$ cat src/rtl/calc_pkg.sv
// Shared types and constants for the calculator front-panel driver.
// The driver keys operands into a calculator through its switch/enter inputs.
package calc_pkg;

    localparam int C_DATA_WIDTH      = 16;
    localparam int C_OPCODE_WIDTH    = 2;
    localparam int C_CNT_WIDTH       = 16;
    localparam int C_DEBOUNCE_CYCLES = 10;

    typedef enum logic [2:0] {
        IDLE,
        SETUP,
        PRESS,
        RELEASE,
        RESP
    } state_t;

    typedef enum logic [1:0] {
        STEP_A,
        STEP_B,
        STEP_OP,
        STEP_WRAP
    } step_t;

    function automatic logic [C_DATA_WIDTH-1:0] step_value(
        input step_t                     step,
        input logic [C_DATA_WIDTH-1:0]   a,
        input logic [C_DATA_WIDTH-1:0]   b,
        input logic [C_OPCODE_WIDTH-1:0] op
    );
        logic [C_DATA_WIDTH-1:0] v;
        case (step)
            STEP_A:  v = a;
            STEP_B:  v = b;
            STEP_OP: v = {{(C_DATA_WIDTH-C_OPCODE_WIDTH){1'b0}}, op};
            default: v = '0;
        endcase
        return v;
    endfunction

endpackage

$ cat src/rtl/calc_press_gen.sv
// Phase timer: loads a cycle count on start, flags the final cycle of the phase.
// The count sits at zero when idle so o_done is high between phases.
module calc_press_gen
    import calc_pkg::*;
(
    input  logic                   clk,
    input  logic                   rst_n,
    input  logic                   i_start,
    input  logic [C_CNT_WIDTH-1:0] i_len,
    output logic                   o_done
);

    localparam logic [C_CNT_WIDTH-1:0] L_ONE = C_CNT_WIDTH'(1);

    logic [C_CNT_WIDTH-1:0] r_cnt;

    always_ff @(posedge clk or negedge rst_n) begin
        if (!rst_n) begin
            r_cnt <= '0;
        end else if (i_start) begin
            r_cnt <= i_len - L_ONE;
        end else if (r_cnt != '0) begin
            r_cnt <= r_cnt - L_ONE;
        end
    end

    assign o_done = (r_cnt == '0);

endmodule

$ cat src/rtl/calc_driver.sv
// Drives A, B, opcode and a wrap press into the calculator,
// then returns the captured display and flags over a valid/ready port.
module calc_driver
    import calc_pkg::*;
#(
    parameter int C_SETTLE_CYCLES  = 4,
    parameter int C_PRESS_CYCLES   = 16,
    parameter int C_RELEASE_CYCLES = 16
) (
    input  logic                      clk,
    input  logic                      rst_n,
    input  logic                      req_valid,
    output logic                      req_ready,
    input  logic [C_DATA_WIDTH-1:0]   req_a,
    input  logic [C_DATA_WIDTH-1:0]   req_b,
    input  logic [C_OPCODE_WIDTH-1:0] req_opcode,
    output logic [C_DATA_WIDTH-1:0]   value,
    output logic                      enter,
    output logic                      undo,
    input  logic [C_DATA_WIDTH-1:0]   display,
    input  logic [3:0]                flags,
    output logic                      rsp_valid,
    input  logic                      rsp_ready,
    output logic [C_DATA_WIDTH-1:0]   rsp_result,
    output logic [3:0]                rsp_flags,
    output logic                      busy
);

    localparam logic [C_CNT_WIDTH-1:0] L_SETTLE  = C_CNT_WIDTH'(C_SETTLE_CYCLES);
    localparam logic [C_CNT_WIDTH-1:0] L_PRESS   = C_CNT_WIDTH'(C_PRESS_CYCLES);
    localparam logic [C_CNT_WIDTH-1:0] L_RELEASE = C_CNT_WIDTH'(C_RELEASE_CYCLES);

    if (C_SETTLE_CYCLES < 2 || C_SETTLE_CYCLES >= 2**C_CNT_WIDTH) begin : g_bad_settle
        $error("C_SETTLE_CYCLES out of range");
    end
    if (C_PRESS_CYCLES <= C_DEBOUNCE_CYCLES || C_PRESS_CYCLES >= 2**C_CNT_WIDTH) begin : g_bad_press
        $error("C_PRESS_CYCLES must exceed the debouncer delay");
    end
    if (C_RELEASE_CYCLES <= C_DEBOUNCE_CYCLES || C_RELEASE_CYCLES >= 2**C_CNT_WIDTH) begin : g_bad_release
        $error("C_RELEASE_CYCLES must exceed the debouncer delay");
    end

    state_t                    r_state;
    step_t                     r_step;
    logic [C_DATA_WIDTH-1:0]   r_a;
    logic [C_DATA_WIDTH-1:0]   r_b;
    logic [C_OPCODE_WIDTH-1:0] r_op;
    logic [C_DATA_WIDTH-1:0]   r_value;
    logic                      r_enter;
    logic                      r_busy;
    logic                      r_req_ready;
    logic                      r_rsp_valid;
    logic [C_DATA_WIDTH-1:0]   r_rsp_result;
    logic [3:0]                r_rsp_flags;

    logic                      w_done;
    logic                      w_start;
    logic [C_CNT_WIDTH-1:0]    w_len;
    step_t                     w_step_nxt;

    assign w_step_nxt = step_t'(r_step + 2'd1);

    // Reload the timer on every phase transition with the next phase length.
    always_comb begin
        w_start = 1'b0;
        w_len   = L_SETTLE;
        case (r_state)
            IDLE: begin
                w_start = req_valid;
                w_len   = L_SETTLE;
            end
            SETUP: begin
                w_start = w_done;
                w_len   = L_PRESS;
            end
            PRESS: begin
                w_start = w_done;
                w_len   = L_RELEASE;
            end
            RELEASE: begin
                w_start = w_done && (r_step != STEP_WRAP);
                w_len   = L_SETTLE;
            end
            default: begin
                w_start = 1'b0;
                w_len   = L_SETTLE;
            end
        endcase
    end

    calc_press_gen u_press_gen (
        .clk     (clk),
        .rst_n   (rst_n),
        .i_start (w_start),
        .i_len   (w_len),
        .o_done  (w_done)
    );

    always_ff @(posedge clk or negedge rst_n) begin
        if (!rst_n) begin
            r_state      <= IDLE;
            r_step       <= STEP_A;
            r_a          <= '0;
            r_b          <= '0;
            r_op         <= '0;
            r_value      <= '0;
            r_enter      <= 1'b0;
            r_busy       <= 1'b0;
            r_req_ready  <= 1'b1;
            r_rsp_valid  <= 1'b0;
            r_rsp_result <= '0;
            r_rsp_flags  <= '0;
        end else begin
            case (r_state)
                IDLE: begin
                    if (req_valid) begin
                        r_a         <= req_a;
                        r_b         <= req_b;
                        r_op        <= req_opcode;
                        r_step      <= STEP_A;
                        r_value     <= req_a;
                        r_busy      <= 1'b1;
                        r_req_ready <= 1'b0;
                        r_state     <= SETUP;
                    end
                end
                SETUP: begin
                    if (w_done) begin
                        // Calculator still shows the result before the wrap press.
                        if (r_step == STEP_WRAP) begin
                            r_rsp_result <= display;
                            r_rsp_flags  <= flags;
                        end
                        r_enter <= 1'b1;
                        r_state <= PRESS;
                    end
                end
                PRESS: begin
                    if (w_done) begin
                        r_enter <= 1'b0;
                        r_state <= RELEASE;
                    end
                end
                RELEASE: begin
                    if (w_done) begin
                        if (r_step == STEP_WRAP) begin
                            r_value     <= '0;
                            r_rsp_valid <= 1'b1;
                            r_state     <= RESP;
                        end else begin
                            r_step  <= w_step_nxt;
                            r_value <= step_value(w_step_nxt, r_a, r_b, r_op);
                            r_state <= SETUP;
                        end
                    end
                end
                RESP: begin
                    if (rsp_ready) begin
                        r_rsp_valid <= 1'b0;
                        r_busy      <= 1'b0;
                        r_req_ready <= 1'b1;
                        r_step      <= STEP_A;
                        r_state     <= IDLE;
                    end
                end
                default: begin
                    r_state <= IDLE;
                end
            endcase
        end
    end

    assign req_ready  = r_req_ready;
    assign value      = r_value;
    assign enter      = r_enter;
    assign undo       = 1'b0;
    assign rsp_valid  = r_rsp_valid;
    assign rsp_result = r_rsp_result;
    assign rsp_flags  = r_rsp_flags;
    assign busy       = r_busy;

endmodule

$ cat config.mk
export PLATFORM = sky130hd
export DESIGN_NAME = calc_driver
export DESIGN_NICKNAME = d
export VERILOG_FILES = /design/src/rtl/calc_pkg.sv /design/src/rtl/calc_press_gen.sv /design/src/rtl/calc_driver.sv
export SDC_FILE = /design/constraint.sdc
export NUM_CORES = 1
export LEC_CHECK = 0
export CAP_MARGIN = 25
export CORE_UTILIZATION = 40
export CTS_CLUSTER_SIZE = 30
export DETAILED_ROUTE_END_ITERATION = 16
export PLACE_DENSITY = 0.68
export SLEW_MARGIN = 20
export SYNTH_ARGS = -nofsm -noshare
export SYNTH_HDL_FRONTEND = slang
export SYNTH_SLANG_ARGS = --single-unit
export TNS_END_PERCENT = 20
$ cat constraint.sdc
create_clock -name clk -period 2.21 [get_ports clk]
set_input_delay 0.221 -clock clk [delete_from_list [all_inputs] [get_ports clk]]
set_output_delay 0.221 -clock clk [all_outputs]
set_load 0.05 [all_outputs]
==> results of run 1 <==
through the flow:
stage               hold WS (ns)  util (%)  worst slack (ns)  power [mW]  instances
floorplan                -0.0746         -             0.275        4.17        312
CTS                        0.451      56.0            0.0112        6.17        536
finish                     0.436      56.2             0.128        6.15        536
global placement           0.280      53.6             0.102        4.95        519
global route               0.459      56.2            0.0448        6.55        536
detailed placement         0.285      53.6            0.0305        5.02        519
worst max-delay path, stage by stage (launching register included):
cell and delay, ns:
dfrtp_1 0.40, inv_1 0.12, ha_1 0.16, nor3b_4 0.29, nand4_4 0.20, nor2_4 0.16
nand4_2 0.11, buf_6 0.21, mux2_4 0.32
synth_stat cells (all sizes together), types with 3 or more instances:
library cell,number
and2,4
inv,6
nand3,8
xnor2,3
xor2,8
a31oi,5
nor2,36
mux2,38
buf,15
nand2b,3
a22oi,16
nand4,8
nand2,15
nor3,7
ha,6
a21oi,20
o31ai,4
dfrtp,78
o21ai,8
worst max-delay path by stage:
stage                               startpoint        endpoint  slack (ns)  depth (start not counted)
after floorplan           u_press_gen.r_cnt[0]    rsp_flags[0]        0.28                          8
after CTS                 u_press_gen.r_cnt[0]   rsp_result[0]        0.01                          8
final                     u_press_gen.r_cnt[0]  rsp_result[15]        0.13                          8
after global routing      u_press_gen.r_cnt[0]  rsp_result[15]        0.04                          8
after global placement    u_press_gen.r_cnt[0]   rsp_result[9]        0.10                          8
after detailed placement  u_press_gen.r_cnt[0]    rsp_flags[3]        0.03                          8
where the power goes:
part	total [mW]	internal, mW	switching, mW
combinational	2.71	1.08	1.63
sequential	2.30	1.93	0.371
clock	1.14	0.592	0.544
total	6.15	3.61	2.54
registers in the layout, indices dropped and copies added, names as in the netlist:
signal	flops
enter	1
req_ready	1
rsp_valid	1
r_step	2
r_b	16
rsp_result	16
u_press_gen.r_cnt	16
rsp_flags	4
r_op	2
r_state	3
value	16
busy	1
per-layer routing:
metal,track usage (%),vias up,wire length [um]
met5,0,-,0
met4,5.09,0,53
met3,3.37,5,361
met2,27.7,65,3840
met1,24.6,1353,4050
li1,-,1326,-
layout make-up:
type	instances	area, um^2	area share [%]
Tap cell	111	139	2.69
Clock buffer	11	151	2.93
Inverter	6	22.5	0.436
Timing Repair Buffer	114	1130	21.8
Clock inverter	5	63.8	1.24
Sequential cell	79	1980	38.3
Multi-Input combinational cell	210	1680	32.6
cell families (layout without fill, tap and decap cells):
family,Yosys count,count (layout),share of synthesized area (%)
compound gates,58,58,11.6
xor+xnor,11,11,2.54
fa+ha+maj,6,6,1.98
buf+inv,23,136,3.73
flops,79,79,52.1
mux,38,38,13.3
other cells,1,1,0.0988
simple gates,96,96,14.6
placed cells by master (no fill, tap or decap), drive strengths merged, types with 11 or more instances in the layout:
cell | netlist | routed
nand2 | 15 | 15
nor2 | 36 | 36
mux2 | 38 | 38
a22oi | 16 | 16
a21oi | 20 | 20
dfrtp | 78 | 78
clkbuf | 2 | 11
buf | 15 | 17
clkdlybuf4s50 | 0 | 96
what timing repair did:
action / in CTS / in global routing
hold endpoints to repair: 78 / 0
hold buffers: 1 / 0
setup buffers: 0 / 0
endpoints found under the setup margin: 0 / 20
resized for setup: 0 / 2
==> results.yml, run 1 <==
critical_path:
  end_kind: "flip-flop"
  critical_path_class: "reg -> reg"
  r2r-start: "u_press_gen.r_cnt[0]"
  regToRegEndpoint: "rsp_result[15]"
  cp-start-kind: "flip-flop"
  arrival_ns: 2.31
  worstPathMaxFanout: 20
  reg2reg_setup_slack_ns: 0.13
  r2r_cells: 8
  crit_required_ns: 2.44
route:
  detail_route.wl_per_cell_um: 15.5
  drt-pass1-iter-count: 4
  viasPerCell: 5.13
  drt_wl_total_um: 8310
  vias: 2749
  drt-initial-drc-count: 73
  drc: 0
  drtAntennaViolNets: 0
cts:
  clkLatencyLatePin_ns: 0.35
  cts-root-buf: "clkbuf_8"
  cts_buffer_depth: 2
  cts_tree: "yes"
  clkTransAtPathRegs_ns: 0.09
  htreeDepth: 3
  numClockSinks: 79
  cts_buffers: 9
floorplanning:
  fp-row-count: 35
  die_w_um: 99.4
  start_util_pct: 41.3
  fp.coreArea_um2: 9200
  die_y_um: 99.4
  dieArea_um2: 9880
  io_pins: 99
yosys:
  avgSynthCellArea_um2: 12.2
  synth_edf_count: 0
  syn_nets: 376
  yosysSeqAreaShare_pct: 52.1
  yosysWarnings: 0
  yosys_most_used_dff: "dfrtp_1"
  synth_top_area_cell: "dfrtp_1"
  ys_ff_latch: 79
  synthesis.area_um2: 3790
  synthTopCellsByArea: "dfrtp_1 51%, mux2_4 7.9%, mux2_1 5.3%"
  synth_top_area_share_pct: 51.5
  ys_types: 49
  synthCells: 312
  async_flop_share_pct: 100
status:
  status: "finished, final reports clean"
global_route:
  grt_max_degree: 80
  grt_overflow: 0
  grt_pass1_vias: 2811
  antenna_found_initial: 0
  grt_pass1_wl_um: 13700
  grt_use_total_pct: 17.5
timing:
  finalMaxSlewViolations: 0
  min_period_ns: 2.08
  finClkSkew_ns: 0.0131
  setup_tns_ns: 0
  finalSetupViolations: 0
  fmax_ghz: 0.480
  timing.final.crit_share_pct: 94.2
  tightest_slew_ns: 0.541
  max_slew_margin_pct: 63.8
  rsz0062_at_grt: "false"
  hold_violations: 0
pwr:
  pwr_density_cell_nw_per_um2: 1190
  vdd_drop_max_v: 0.000500
  p_leak_nw: 2.21
final_layout:
  post-route-cell-area_um2: 5160
  areaGrowthSynthToFinish_pct: 36.1
  fill_cells: 788
  drive_gt1_share_pct: 20.9
  n_antenna_cell: 0
  fin_nets: 484
placed_design:
  postPlaceCellArea_um2: 4930
  io_buffer_count: 97
  dp_hpwl_um: 5770
  place.gp.congestion: 0.786
job:
  max_cap_viol_count: 0
hold_path:
  min_path_type: "in -> async"
No activity file was read; power rests on OpenSTA's default activity.
==> run 2: changes to the inputs <==
==> constraint.sdc (replaced) <==
create_clock -name clk -period 2.21 [get_ports clk]
set_input_delay 0.221 -clock clk [delete_from_list [all_inputs] [get_ports clk]]
set_output_delay 0.221 -clock clk [all_outputs]
set_load 0.01 [all_outputs]
==> results of run 2 <==
The final DEF is identical to that of run 1. Status: finished, final reports clean.
Main changes from that run: total power 6.15 mW -> 5.62 mW; worst IR drop on VDD 0.000500 V -> 0.000468 V
